===== config.mk =====
export PLATFORM = sky130hd
export DESIGN_NAME = p_ram_ctrl_flat
export DESIGN_NICKNAME = d
export VERILOG_FILES = /design/src/rtl/p_ram_ctrl_if.sv /design/src/rtl/p_ram_ctrl.sv /design/src/flat_wrapper.sv
export SDC_FILE = /design/constraint.sdc
export NUM_CORES = 1
export LEC_CHECK = 0
export BUFFER_PORTS_ARGS = -buffer_cell sky130_fd_sc_hd__buf_4
export CORE_UTILIZATION = 55
export CTS_BUF_LIST = sky130_fd_sc_hd__clkbuf_8
export CTS_CLUSTER_DIAMETER = 120
export CTS_CLUSTER_SIZE = 8
export DETAILED_ROUTE_END_ITERATION = 16
export PLACE_DENSITY = 0.86
export RECOVER_POWER = 50
export SLEW_MARGIN = 30
export SYNTH_ARGS = -nofsm -noshare
export SYNTH_HDL_FRONTEND = slang
export SYNTH_SLANG_ARGS = --single-unit

===== constraint.sdc =====
create_clock -name clk -period 3 [get_ports clk]
set_input_delay 0.15 -clock clk [delete_from_list [all_inputs] [get_ports clk]]
set_output_delay 0.15 -clock clk [all_outputs]
set_load 0.05 [all_outputs]

===== src/rtl/p_ram_ctrl_if.sv =====
// Bundle of host-write, burst-read, stream and RAM-port signals around the
// parameter RAM controller. The controller uses the slave view; the host,
// consumer and RAM side together use the master view.
interface p_ram_ctrl_if #(
  parameter int unsigned D_WIDTH = 4,
  parameter int unsigned A_WIDTH = 4
);

  // Host write port
  logic               wr_req;
  logic [A_WIDTH-1:0] wr_addr;
  logic [D_WIDTH-1:0] wr_data;
  logic               wr_ack;

  // Burst read control
  logic               rd_start;
  logic [A_WIDTH-1:0] rd_base;
  logic [A_WIDTH:0]   rd_len;
  logic               rd_busy;
  logic               rd_done;

  // Word stream towards the MAC consumer
  logic               out_valid;
  logic               out_ready;
  logic [D_WIDTH-1:0] out_data;

  // Parameter RAM port (read address is registered inside the RAM)
  logic               ram_w_en;
  logic [A_WIDTH-1:0] ram_w_addr;
  logic [D_WIDTH-1:0] ram_data_in;
  logic [A_WIDTH-1:0] ram_r_addr;
  logic [D_WIDTH-1:0] ram_data_out;

  modport slave (
    input  wr_req, wr_addr, wr_data,
    output wr_ack,
    input  rd_start, rd_base, rd_len,
    output rd_busy, rd_done,
    output out_valid, out_data,
    input  out_ready,
    output ram_w_en, ram_w_addr, ram_data_in, ram_r_addr,
    input  ram_data_out
  );

  modport master (
    output wr_req, wr_addr, wr_data,
    input  wr_ack,
    output rd_start, rd_base, rd_len,
    input  rd_busy, rd_done,
    input  out_valid, out_data,
    output out_ready,
    input  ram_w_en, ram_w_addr, ram_data_in, ram_r_addr,
    output ram_data_out
  );

endinterface


===== src/rtl/p_ram_ctrl.sv =====
// Parameter RAM controller: passes host writes into the RAM while idle and
// sequences burst reads, streaming one word per cycle to the MAC consumer.
// The RAM has one cycle of read latency; a 2-entry output buffer plus an
// in-flight flag hide it so the stream sustains full throughput.
module p_ram_ctrl #(
  parameter int unsigned D_WIDTH = 4,
  parameter int unsigned A_WIDTH = 4
) (
  input logic         clk,
  input logic         rst,
  p_ram_ctrl_if.slave bus
);

  typedef enum logic [1:0] {
    StIdle,
    StStream,
    StDone
  } state_e;

  state_e             state_q;
  logic [A_WIDTH-1:0] ptr_q;         // next address to issue
  logic [A_WIDTH-1:0] raddr_q;       // last issued address, held between issues
  logic [A_WIDTH:0]   issue_left_q;  // addresses still to issue
  logic [A_WIDTH:0]   out_left_q;    // words still to hand to the consumer
  logic               inflight_q;    // a read was issued last cycle
  logic [D_WIDTH-1:0] buf_q [2];
  logic               head_q;
  logic [1:0]         count_q;

  logic       idle;
  logic       write_go;
  logic       start_go;
  logic       valid;
  logic       pop;
  logic       push;
  logic [2:0] occupancy;
  logic       issue;
  logic       wr_idx;
  logic       last_pop;

  // Handshake decode and issue throttle
  always_comb begin
    idle      = (state_q == StIdle);
    write_go  = bus.wr_req & rst & idle;
    // A same-cycle write wins over a burst request
    start_go  = bus.rd_start & ~bus.wr_req & idle;
    valid     = (count_q != 2'd0);
    pop       = valid & bus.out_ready;
    push      = inflight_q;
    // Slots committed after this cycle if nothing new is issued
    occupancy = {1'b0, count_q} + {2'b00, inflight_q} - {2'b00, pop};
    issue     = (state_q == StStream) && (issue_left_q != '0) && (occupancy < 3'd2);
    // Push slot sits behind the head; count is at most 1 whenever a push lands
    wr_idx    = head_q ^ count_q[0];
    last_pop  = pop && (out_left_q == (A_WIDTH + 1)'(1));
  end

  assign bus.wr_ack      = write_go;
  assign bus.ram_w_en    = write_go;
  assign bus.ram_w_addr  = bus.wr_addr;
  assign bus.ram_data_in = bus.wr_data;
  assign bus.ram_r_addr  = issue ? ptr_q : raddr_q;
  assign bus.out_valid   = valid;
  assign bus.out_data    = valid ? buf_q[head_q] : '0;
  assign bus.rd_busy     = (state_q != StIdle);
  assign bus.rd_done     = (state_q == StDone);

  // Burst sequencer, read issue and output buffer
  always_ff @(posedge clk) begin
    if (!rst) begin
      state_q      <= StIdle;
      ptr_q        <= '0;
      raddr_q      <= '0;
      issue_left_q <= '0;
      out_left_q   <= '0;
      inflight_q   <= 1'b0;
      buf_q[0]     <= '0;
      buf_q[1]     <= '0;
      head_q       <= 1'b0;
      count_q      <= 2'd0;
    end else begin
      inflight_q <= issue;

      if (push) begin
        buf_q[wr_idx] <= bus.ram_data_out;
      end
      if (pop) begin
        head_q <= ~head_q;
      end
      count_q <= count_q + {1'b0, push} - {1'b0, pop};

      unique case (state_q)
        StIdle: begin
          if (start_go) begin
            ptr_q        <= bus.rd_base;
            issue_left_q <= bus.rd_len;
            out_left_q   <= bus.rd_len;
            state_q      <= (bus.rd_len == '0) ? StDone : StStream;
          end
        end
        StStream: begin
          if (issue) begin
            ptr_q        <= ptr_q + A_WIDTH'(1);
            raddr_q      <= ptr_q;
            issue_left_q <= issue_left_q - (A_WIDTH + 1)'(1);
          end
          if (pop) begin
            out_left_q <= out_left_q - (A_WIDTH + 1)'(1);
          end
          if (last_pop) begin
            state_q <= StDone;
          end
        end
        StDone: begin
          state_q <= StIdle;
        end
        default: begin
          state_q <= StIdle;
        end
      endcase
    end
  end

  // Buffer must never be pushed while full without a matching pop
  a_no_overflow: assert property (@(posedge clk)
    (rst && inflight_q && (count_q == 2'd2)) |-> pop);

  // Count never exceeds the two physical slots
  a_count_range: assert property (@(posedge clk) rst |-> (count_q <= 2'd2));

  // A stalled word stays put until the consumer takes it
  a_stall_stable: assert property (@(posedge clk)
    (rst && valid && !bus.out_ready) |=> (valid && $stable(bus.out_data)));

endmodule


===== src/flat_wrapper.sv =====
// flat-port wrapper written by rule: the top's interface ports become plain ports
module p_ram_ctrl_flat 
#(
  parameter int unsigned D_WIDTH = 4,
  parameter int unsigned A_WIDTH = 4
)
  (clk, rst, bus_wr_req, bus_wr_addr, bus_wr_data, bus_wr_ack, bus_rd_start, bus_rd_base, bus_rd_len, bus_rd_busy, bus_rd_done, bus_out_valid, bus_out_data, bus_out_ready, bus_ram_w_en, bus_ram_w_addr, bus_ram_data_in, bus_ram_r_addr, bus_ram_data_out);
  p_ram_ctrl_if #(.D_WIDTH(D_WIDTH), .A_WIDTH(A_WIDTH)) bus_i ();
  input logic clk;
  input logic rst;
  input wire logic [$bits(bus_i.wr_req)-1:0] bus_wr_req;
  input wire logic [$bits(bus_i.wr_addr)-1:0] bus_wr_addr;
  input wire logic [$bits(bus_i.wr_data)-1:0] bus_wr_data;
  output wire logic [$bits(bus_i.wr_ack)-1:0] bus_wr_ack;
  input wire logic [$bits(bus_i.rd_start)-1:0] bus_rd_start;
  input wire logic [$bits(bus_i.rd_base)-1:0] bus_rd_base;
  input wire logic [$bits(bus_i.rd_len)-1:0] bus_rd_len;
  output wire logic [$bits(bus_i.rd_busy)-1:0] bus_rd_busy;
  output wire logic [$bits(bus_i.rd_done)-1:0] bus_rd_done;
  output wire logic [$bits(bus_i.out_valid)-1:0] bus_out_valid;
  output wire logic [$bits(bus_i.out_data)-1:0] bus_out_data;
  input wire logic [$bits(bus_i.out_ready)-1:0] bus_out_ready;
  output wire logic [$bits(bus_i.ram_w_en)-1:0] bus_ram_w_en;
  output wire logic [$bits(bus_i.ram_w_addr)-1:0] bus_ram_w_addr;
  output wire logic [$bits(bus_i.ram_data_in)-1:0] bus_ram_data_in;
  output wire logic [$bits(bus_i.ram_r_addr)-1:0] bus_ram_r_addr;
  input wire logic [$bits(bus_i.ram_data_out)-1:0] bus_ram_data_out;
  assign bus_i.wr_req = bus_wr_req;
  assign bus_i.wr_addr = bus_wr_addr;
  assign bus_i.wr_data = bus_wr_data;
  assign bus_wr_ack = bus_i.wr_ack;
  assign bus_i.rd_start = bus_rd_start;
  assign bus_i.rd_base = bus_rd_base;
  assign bus_i.rd_len = bus_rd_len;
  assign bus_rd_busy = bus_i.rd_busy;
  assign bus_rd_done = bus_i.rd_done;
  assign bus_out_valid = bus_i.out_valid;
  assign bus_out_data = bus_i.out_data;
  assign bus_i.out_ready = bus_out_ready;
  assign bus_ram_w_en = bus_i.ram_w_en;
  assign bus_ram_w_addr = bus_i.ram_w_addr;
  assign bus_ram_data_in = bus_i.ram_data_in;
  assign bus_ram_r_addr = bus_i.ram_r_addr;
  assign bus_i.ram_data_out = bus_ram_data_out;
  p_ram_ctrl #(.D_WIDTH(D_WIDTH), .A_WIDTH(A_WIDTH)) u_core (.clk(clk), .rst(rst), .bus(bus_i));
endmodule

==> Yosys cells after proc, flatten, opt, wreduce, memory -nomap -nowiden <==
Memories as Yosys holds them, arrays and structs flattened. A register that Yosys moved wholly into a read port is not among the register bits.
Index checks and enable logic that the tools add are counted.
{ "totals": {"register_bits": 24, "inputBits": 26, "output_inout_bits": 21, "n_memories": 1, "ram_bits": 8, "wordCells": 68} }
{ "classes": {"mux": 23, "bitwise": 8, "eq_ne": 7, "n_reduce_logical": 13, "add_sub_neg": 7, "magnitude_cmp": 1} }
{ "memory_table": {"columns": ["memory", "depth", "word_bits", "rd", "rd_ports_with_merged_regs", "write_ports", "line_no", "source"], "rows": [
  ["u_core.buf_q", 2, 4, 1, 1, 2, "p_ram_ctrl.sv:26", "logic [D_WIDTH-1:0] buf_q [2];"]
]} }
{ "ops": {"columns": ["op", "n"], "rows": [
  ["$mux W4", 5],
  ["$pmux W5 S2", 2],
  ["$mux W5", 3],
  ["$sub A5 B1 Y5 const B", 2],
  ["$mux W1", 8],
  ["$pmux W4 S2", 1],
  ["$mux W2", 3],
  ["$ne A2 B1 Y1 const B", 3],
  ["$reduce_and A3 Y1", 2],
  ["$reduce_bool A2 Y1", 3],
  ["$and A1 B1 Y1", 5],
  ["$eq A5 B1 Y1 const B", 1],
  ["$logic_not A5 Y1", 1],
  ["$reduce_bool A5 Y1", 1],
  ["$add A4 B1 Y4 const B", 1],
  ["$pmux W2 S2", 1],
  ["$reduce_or A4 Y1", 1],
  ["$add A2 B1 Y3", 1],
  ["$logic_and A1 B1 Y1", 3],
  ["$lt A3 B2 Y1 const B", 1],
  ["$sub A3 B1 Y3", 1],
  ["$add A2 B1 Y2", 1],
  ["$eq A2 B1 Y1 const B", 1],
  ["$eq A2 B2 Y1 const B", 1],
  ["6 further kinds", 7]
]} }

==> Depth between registers and ports, before layout <==
Gate-level depths: netlist of run 1.
{ "depth": {"depth_word": 7, "ltp_mapped": 10, "ltp_nobuf": 9} }

==> Least setup slack after synthesis of run 1 <==
OpenSTA, ideal clock, no wires.
{ "synth_timing": {"path_type": "reg-to-reg", "from": "register u_core.count_q[0]", "to": "register u_core.raddr_q[0]", "period_less_slack_ns": 2.814, "path_stages_with_launch": 10, "setup_ns": 0.113, "t_required_ns": 2.887, "arrival_time_ns": 2.702, "setup_slack_ns": 0.186, "n_path_buf": 1, "cell_sequence": "dfxtp_1 -> o21ai_1 -> or2_2 -> nand2_1 -> ha_1 -> fa_1 -> nor4_4 -> buf_6 -> mux2_4 -> and2_4"} }
{ "synth_between": {"elab_chain_len": 6, "elab_cells_between_ends": 7, "cone_classes": "add/sub: 2; order compare: 1; mux: 1; bitwise: 1; reduce/logical: 2"} }
{ "synth_rtl": {"columns": ["item", "line_no", "source"], "rows": [
  ["start: declaration", "p_ram_ctrl.sv:28", "logic [1:0] count_q;"],
  ["start signal: assignment", "p_ram_ctrl.sv:90", "count_q <= count_q + {1'b0, push} - {1'b0, pop};"],
  ["branches (longest 2 deep; another with $add A2 B1 Y3)", null, null],
  ["$sub A3 B1 Y3 *", "p_ram_ctrl.sv:51", "occupancy = {1'b0, count_q} + {2'b00, inflight_q} - {2'b00, pop};"],
  ["net u_core.occupancy[1]", "p_ram_ctrl.sv:36", "logic [2:0] occupancy;"],
  ["$lt A3 B2 Y1 *", "p_ram_ctrl.sv:52", "issue = (state_q == StStream) && (issue_left_q != '0) && (occupancy < 3'd2);"],
  ["$logic_and A1 B1 Y1 *", "p_ram_ctrl.sv:52", null],
  ["$mux W4 *", null, null],
  ["net bus_ram_r_addr[0]", "flat_wrapper.sv:26", "output wire logic [$bits(bus_i.ram_r_addr)-1:0] bus_ram_r_addr;"],
  ["end signal: assignment", "p_ram_ctrl.sv:104", "raddr_q <= ptr_q;"],
  ["end: declaration", "p_ram_ctrl.sv:22", "logic [A_WIDTH-1:0] raddr_q;"]
]} }
Mark *: on every way through the listed nets, which the timed path passes.
A chain may end at the register's enable or synchronous reset.

==> Worst setup path after layout of run 1 <==
{ "layout_timing": {"from": "register u_core.count_q[1]", "to": "output bus_ram_r_addr[2]"} }
{ "layout_between": {"elab_chain_len": 6, "elab_cells_between_ends": 7, "cone_classes": "add/sub: 2; order compare: 1; mux: 1; bitwise: 1; reduce/logical: 2"} }
{ "layout_rtl": {"columns": ["item", "line_no", "source"], "rows": [
  ["branches (longest 2 deep; another with $add A2 B1 Y3)", null, null],
  ["$sub A3 B1 Y3 *", "p_ram_ctrl.sv:51", null],
  ["$lt A3 B2 Y1 *", "p_ram_ctrl.sv:52", null],
  ["$logic_and A1 B1 Y1 *", "p_ram_ctrl.sv:52", null],
  ["$mux W4 *", "p_ram_ctrl.sv:62", "assign bus.ram_r_addr = issue ? ptr_q : raddr_q;"],
  ["end: declaration", "flat_wrapper.sv:26", null]
]} }
Every way passes the cells marked *.

==> flow_summary.yaml, run 1 <==
pwr:
  p_seq_frac: 0.366
  ir_drop_mv: 0.325
  pwr-share-comb: 0.435
  netSwitchingFraction: 0.398
  p_clk_frac: 0.199
  power.switching_uw: 655
  powerDensity_mw_per_mm2: 726
  power.leakage_nw: 0.961
  p_int_uw: 991
timing:
  slew_headroom: 0.458
  worst_pin_slew_ns: 0.811
  hold_ws_ns: 0.141
  fin_ws_ns: 0.0802
  hold_viol: 0
  maxSlewViolCount: 0
  fin_crit_ns: 2.92
  fin_skew_ns: 0.00611
  setup_viol: 0
  fmax_mhz: 342
  min_period_over_period: 0.973
  rsz0062_at_grt: "yes"
logic_synthesis:
  synthSimpleGateAreaFrac: 0.231
  synth-edff-count: 8
  synthFlopType: "dfxtp_1"
  synth.ff_latch_count: 33
  synthAdderAreaFrac: 0.0496
  synth_top_family_by_area: "simple AND/OR/NAND/NOR gates"
  syn_avg_cell_area_sq_um: 9.48
  synth.yosys.seq_area_share: 0.387
  synthDistinctLibCells: 60
  ys_async_sr_fraction: 0
  synth.cell_area_sq_mm: 0.00192
  syn_inst: 202
  syn_nets: 235
  synth_compound_area_frac: 0.186
  yosysWarnings: 0
  synth_xor_area_frac: 0.0183
  synthMuxAreaShare: 0.0464
grt:
  grt_pass1_vias: 1363
  grt_overflow: 0
  antenna_found_initial: 0
  track_usage: 0.231
  grt_pass1_wl_um: 6180
  grt_max_degree: 35
worst_setup_path:
  worstPathArrival_ns: 2.77
  startpoint_type: "register"
  cp_max_fo: 5
  worstSetupEndpointType: "primary output"
  cp.required_ns: 2.85
  crit_type: "reg2out"
place:
  hpwlAfterDp_um: 2650
  dp_cells: 261
  pre_cts_slack_ns: 0.199
  postPlaceCellArea_sq_mm: 0.00209
  place.gp.congestion: 0.806
  io_buffers: 30
clocking:
  cts_root_buf: "clkbuf_8"
  clkTransAtPathRegs_ns: 0.07
  clock_path_buffers: 2
  clock_latency_ns: 0.29
  cts_made_buffers: 5
  cts_htree_levels: 2
  clock-sinks: 33
  cts_tree: "yes"
outcome:
  outcome: "finished clean"
route:
  via_per_inst: 5.60
  drt.antenna.violating_nets: 0
  wl_per_cell_um: 14.7
  firstDrtPassIters: 4
  routed_wl_um: 4020
  first_iter_violations: 48
  vias: 1528
  post-route-drc-count: 0
layout:
  final_core_util: 0.679
  final_nets: 259
  fillers: 262
  drive_above_1_share: 0.295
  area_delta_synth_final_pct: 18.4
  antenna_cells: 0
  multi_input_area_sq_mm: 0.00106
  area.sequential_sq_um: 748
  fin_cells: 273
  design_area_sq_mm: 0.00227
floorplan:
  ios: 47
  rows: 21
  core_sq_mm: 0.00334
  dieArea_sq_mm: 0.00372
  fp.dieW_um: 61.0
  die_h_um: 61.0
  start_util: 0.574
flow_run:
  maxCapViolCount: 0
worst_hold_path:
  hold_path_class: "in2reg"
[cells in the mapped netlist (all sizes together) (3+ instances only)]
cell / count / area share
and2: 16 / 0.054
clkbuf: 7 / 0.014
a21oi: 6 / 0.016
nor2b: 3 / 0.0098
a31o: 5 / 0.023
o31ai: 4 / 0.016
mux2: 4 / 0.025
edfxtp: 8 / 0.13
mux2i: 4 / 0.021
inv: 8 / 0.016
nand3: 6 / 0.016
dfxtp: 25 / 0.26
o211ai: 4 / 0.016
o21ai: 7 / 0.018
nand2b: 3 / 0.011
nor3: 3 / 0.0078
nor2: 19 / 0.039
ha: 6 / 0.039
buf: 13 / 0.052
nand2: 13 / 0.025
[registers in the layout, summed over array words and instances, names as in the netlist, named ones only]
name / count
u_core.buf_q: 8
u_core.count_q: 2
u_core.head_q: 1
u_core.inflight_q: 1
u_core.issue_left_q: 5
u_core.out_left_q: 5
u_core.ptr_q: 4
u_core.raddr_q: 4
u_core.state_q: 2
[area by class of cell]
type,count,area share
clock buffers,5,0.0304
clock inverters,3,0.00607
inverters,8,0.0132
multi-input cells,141,0.466
flip-flops and latches,33,0.330
well taps,46,0.0254
repair buffers,37,0.129
[through the flow]
step / TNS (ns) / total power [mW]
floorplan: 0 / 1.11
global placement: 0 / 1.21
detailed placement: 0 / 1.23
CTS: 0 / 1.58
global route: -0.0831 / 1.74
finish: 0 / 1.65
[cells in the final DEF, fill, tap and decap left out, types with 2 or more instances in the layout]
cell type and n:
a211o_1 2, a21oi_1 6, a31o_2 4, and2_1 15
buf_4 33, buf_6 4, clkbuf_8 5, clkinv_2 2
dfxtp_1 23, dfxtp_4 2, edfxtp_1 8, ha_1 5
inv_1 9, mux2_2 3, mux2i_1 4, nand2_1 13
nand2b_1 2, nand3_1 6, nor2_1 18, nor2b_1 3
nor3_1 3, o211ai_1 4, o21a_1 2, o21ai_0 6
o21bai_1 2, o31ai_1 4, xor2_1 2
[critical path, stage by stage, from the launching register on]
cell and delay, ns:
dfxtp_4 0.36, o21ai_4 0.16, or2_4 0.15, nand2_1 0.05, ha_2 0.19, fa_2 0.43
xnor2_4 0.17, nor4_4 0.26, buf_4 0.18, mux2_2 0.35, buf_6 0.16
[power by group through the flow]
stage	combinational (mW)	sequential (mW)	clock, mW
floorplan	0.532	0.578	0
global placement	0.617	0.597	0
detailed placement	0.631	0.601	0
CTS	0.653	0.597	0.328
global route	0.777	0.608	0.350
finish	0.716	0.602	0.328
[per-layer routing]
metal  track usage  wire (um)  vias to the layer above
li1              -          -                      761
met1         0.283       1750                      709
met2         0.381       1980                       53
met3        0.0693        226                        5
met4        0.0974         63                        0
met5             0          0                        -
[worst paths after layout]
path / start / endpoint / slack, ns / cells after the start
setup / recovery: u_core.count_q[1] / bus_ram_r_addr[2] / 0.08 / 10
hold / removal: bus_rd_base[1] / u_core.ptr_q[1] / 0.14 / 3
setup reg to reg: u_core.count_q[1] / u_core.ptr_q[3] / 0.37 / 12
hold reg to reg: u_core.out_left_q[4] / u_core.out_left_q[4] / 0.49 / 2
[cells by family after synthesis]
logic type                 Yosys count
AOI/OAI and AO/OA                   46
adders and majority gates            7
and+or+nand+nor                     76
xor gates and xnor gates             4
buffers and inverters               28
muxes                                8
DFF                                 33
[timing repair]
| action | in CTS | in global routing |
|---|---|---|
| hold buffers | 0 | 0 |
| setup endpoints to repair | 4 | 4 |
| resized for setup | 6 | 9 |
| pin swaps | 1 | 3 |
| buffers inserted | 1 | 3 |
Note: power is estimated with default switching activity, not from simulation.
==> run 2: changes to the inputs <==
CORE_UTILIZATION = 59   (was 55)
PLACE_DENSITY = 0.91   (was 0.86)
SETUP_SLACK_MARGIN = 0.4   (was default)
clock period = 3.6 ns   (was 3 ns; I/O delays follow)
==> flow_summary.yaml, run 2 (synthesis results as in run 1) <==
outcome:
  outcome: "finished clean"
clocking:
  clock_latency_ns: 0.29
  cts_tree: "yes"
  cts_made_buffers: 5
  clock-sinks: 33
  clkTransAtPathRegs_ns: 0.06
  clock_path_buffers: 2
  cts_htree_levels: 2
  hold_buffers: 0
  cts_root_buf: "clkbuf_8"
worst_setup_path:
  cp_max_fo: 6
  crit_chain: "o21ai_2, or2_2, nand2_1, ha_1, fa_2, xnor2_2, nor4_4, buf_4, mux2_2, buf_4"
  startpoint_type: "register"
  cp.required_ns: 3.42
  r2r-start: "u_core.count_q[0]"
  path_common_cell: "buf_4"
  worstSetupEndpointType: "primary output"
  crit_type: "reg2out"
  reg2reg_slack_ns: 0.82
  critPathMaxStageDelay_ns: 0.38
  slowest_stage: "fa_2"
  cp-startpoint: "u_core.count_q[0]"
  r2r_cells: 8
  worstPathArrival_ns: 2.91
timing:
  fmax_mhz: 324
  hold_viol: 0
  fin_crit_ns: 3.09
  min_period_over_period: 0.857
  maxSlewViolCount: 0
  fin_skew_ns: 0.00295
  setup_viol: 0
  worst_pin_slew_ns: 0.823
  rsz0062_at_grt: "no"
  finalSetupTns_ns: 0
  fin_ws_ns: 0.514
  slew_headroom: 0.450
route:
  first_iter_violations: 36
  firstDrtPassIters: 4
  vias: 1495
  wl_per_cell_um: 13.4
  drt.antenna.violating_nets: 0
  via_per_inst: 5.60
  routed_wl_um: 3580
  post-route-drc-count: 0
place:
  io_buffers: 30
  hpwlAfterDp_um: 2520
  pre_cts_slack_ns: 0.631
  place.gp.congestion: 0.824
floorplan:
  core_sq_mm: 0.00308
  fp.dieW_um: 59.0
  die_h_um: 59.0
  ios: 47
  start_util: 0.622
  dieArea_sq_mm: 0.00348
  rows: 20
pwr:
  power.switching_uw: 517
  ir_drop_mv: 0.275
  power.leakage_nw: 0.913
  p_int_uw: 774
  powerDensity_mw_per_mm2: 594
  netSwitchingFraction: 0.400
  pwr-share-comb: 0.408
  power.total_mw: 1.29
  p_clk_frac: 0.209
  p_seq_frac: 0.384
layout:
  largest_reg_flops: 8
  final_nets: 255
  fillers: 247
  antenna_cells: 0
  drive_above_1_share: 0.251
  max_flop_register: "u_core.buf_q"
  top_regs: "u_core.buf_q x8, u_core.issue_left_q x5, u_core.out_left_q x5"
  final_cell_mix: "buf_4, dfxtp_1, nor2_1"
  mostFrequentLayoutCell: "buf_4"
  area_delta_synth_final_pct: 13.5
worst_hold_path:
  hold_path_class: "in2reg"
  hold_path_depth: 2
  min-delay-start: "bus_ram_data_out[1]"
grt:
  antenna_found_initial: 0
  grt_max_degree: 35
  grt_overflow: 0
  track_usage: 0.233
  grt_pass1_vias: 1374
  grt_pass1_wl_um: 5820
flow_run:
  maxCapViolCount: 0
run 2: cell count changes in the layout (fill, tap and decap cells not counted), sizes merged:
cell    before  now
buf         37   29
clkbuf       5    9
run 2: cell type report:
cell class,count,area [sq um],area share
Sequential cell,33,741,0.341
Clock inverter,3,13.8,0.00633
Multi-Input combinational cell,141,1030,0.475
Clock buffer,5,68.8,0.0317
Tap cell,44,55.1,0.0253
Timing Repair Buffer,33,233,0.107
Inverter,8,30.0,0.0138
run 2: timing repair:
item                                    CTS  global route
cloned                                    0             0
pin swaps                                 1             1
gates resized for setup                   1             3
buffers inserted                          1             1
endpoints found under the setup margin    4             4
run 2: path summary, 6_finish.rpt:
| path | to |
|---|---|
| min | u_core.buf_q[0][1] |
| max | bus_ram_r_addr[2] |
| max reg2reg | u_core.issue_left_q[1] |
| min reg2reg | u_core.out_left_q[4] |
run 2: power groups by stage:
stage / clock, mW / sequential (mW) / combinational (mW)
finish: 0.269 / 0.496 / 0.526
global route: 0.292 / 0.505 / 0.572
CTS: 0.277 / 0.493 / 0.519
detailed placement: 0 / 0.500 / 0.514
global placement: 0 / 0.497 / 0.500
floorplan: 0 / 0.482 / 0.443
run 2: per-layer routing:
layer / vias up / track usage / part of all wire
li1: 749 / - / -
met1: 687 / 0.278 / 0.45
met2: 51 / 0.380 / 0.47
met3: 8 / 0.0786 / 0.059
met4: 0 / 0.105 / 0.019
met5: - / 0 / 0
run 2: through the flow:
stage	instances	utilization	hold WS (ns)	area [sq um]
6_report	267	0.706	0.173	2170
3_5_place_dp	257	0.675	0.360	2080
3_3_place_gp	257	0.675	0.360	2080
2_1_floorplan	202	-	0.341	1920
5_1_grt	267	0.706	0.166	2170
4_1_cts	266	0.705	0.168	2170
run 2: critical path, delay by kind of cell (launching register included):
kind	cells	cell delay, ns
AOI/OAI and AO/OA	1	0.23
adders and majority gates	2	0.60
and+or+nand+nor	3	0.52
xor gates and xnor gates	1	0.19
buffers and inverters	2	0.38
DFF	1	0.37
muxes	1	0.34
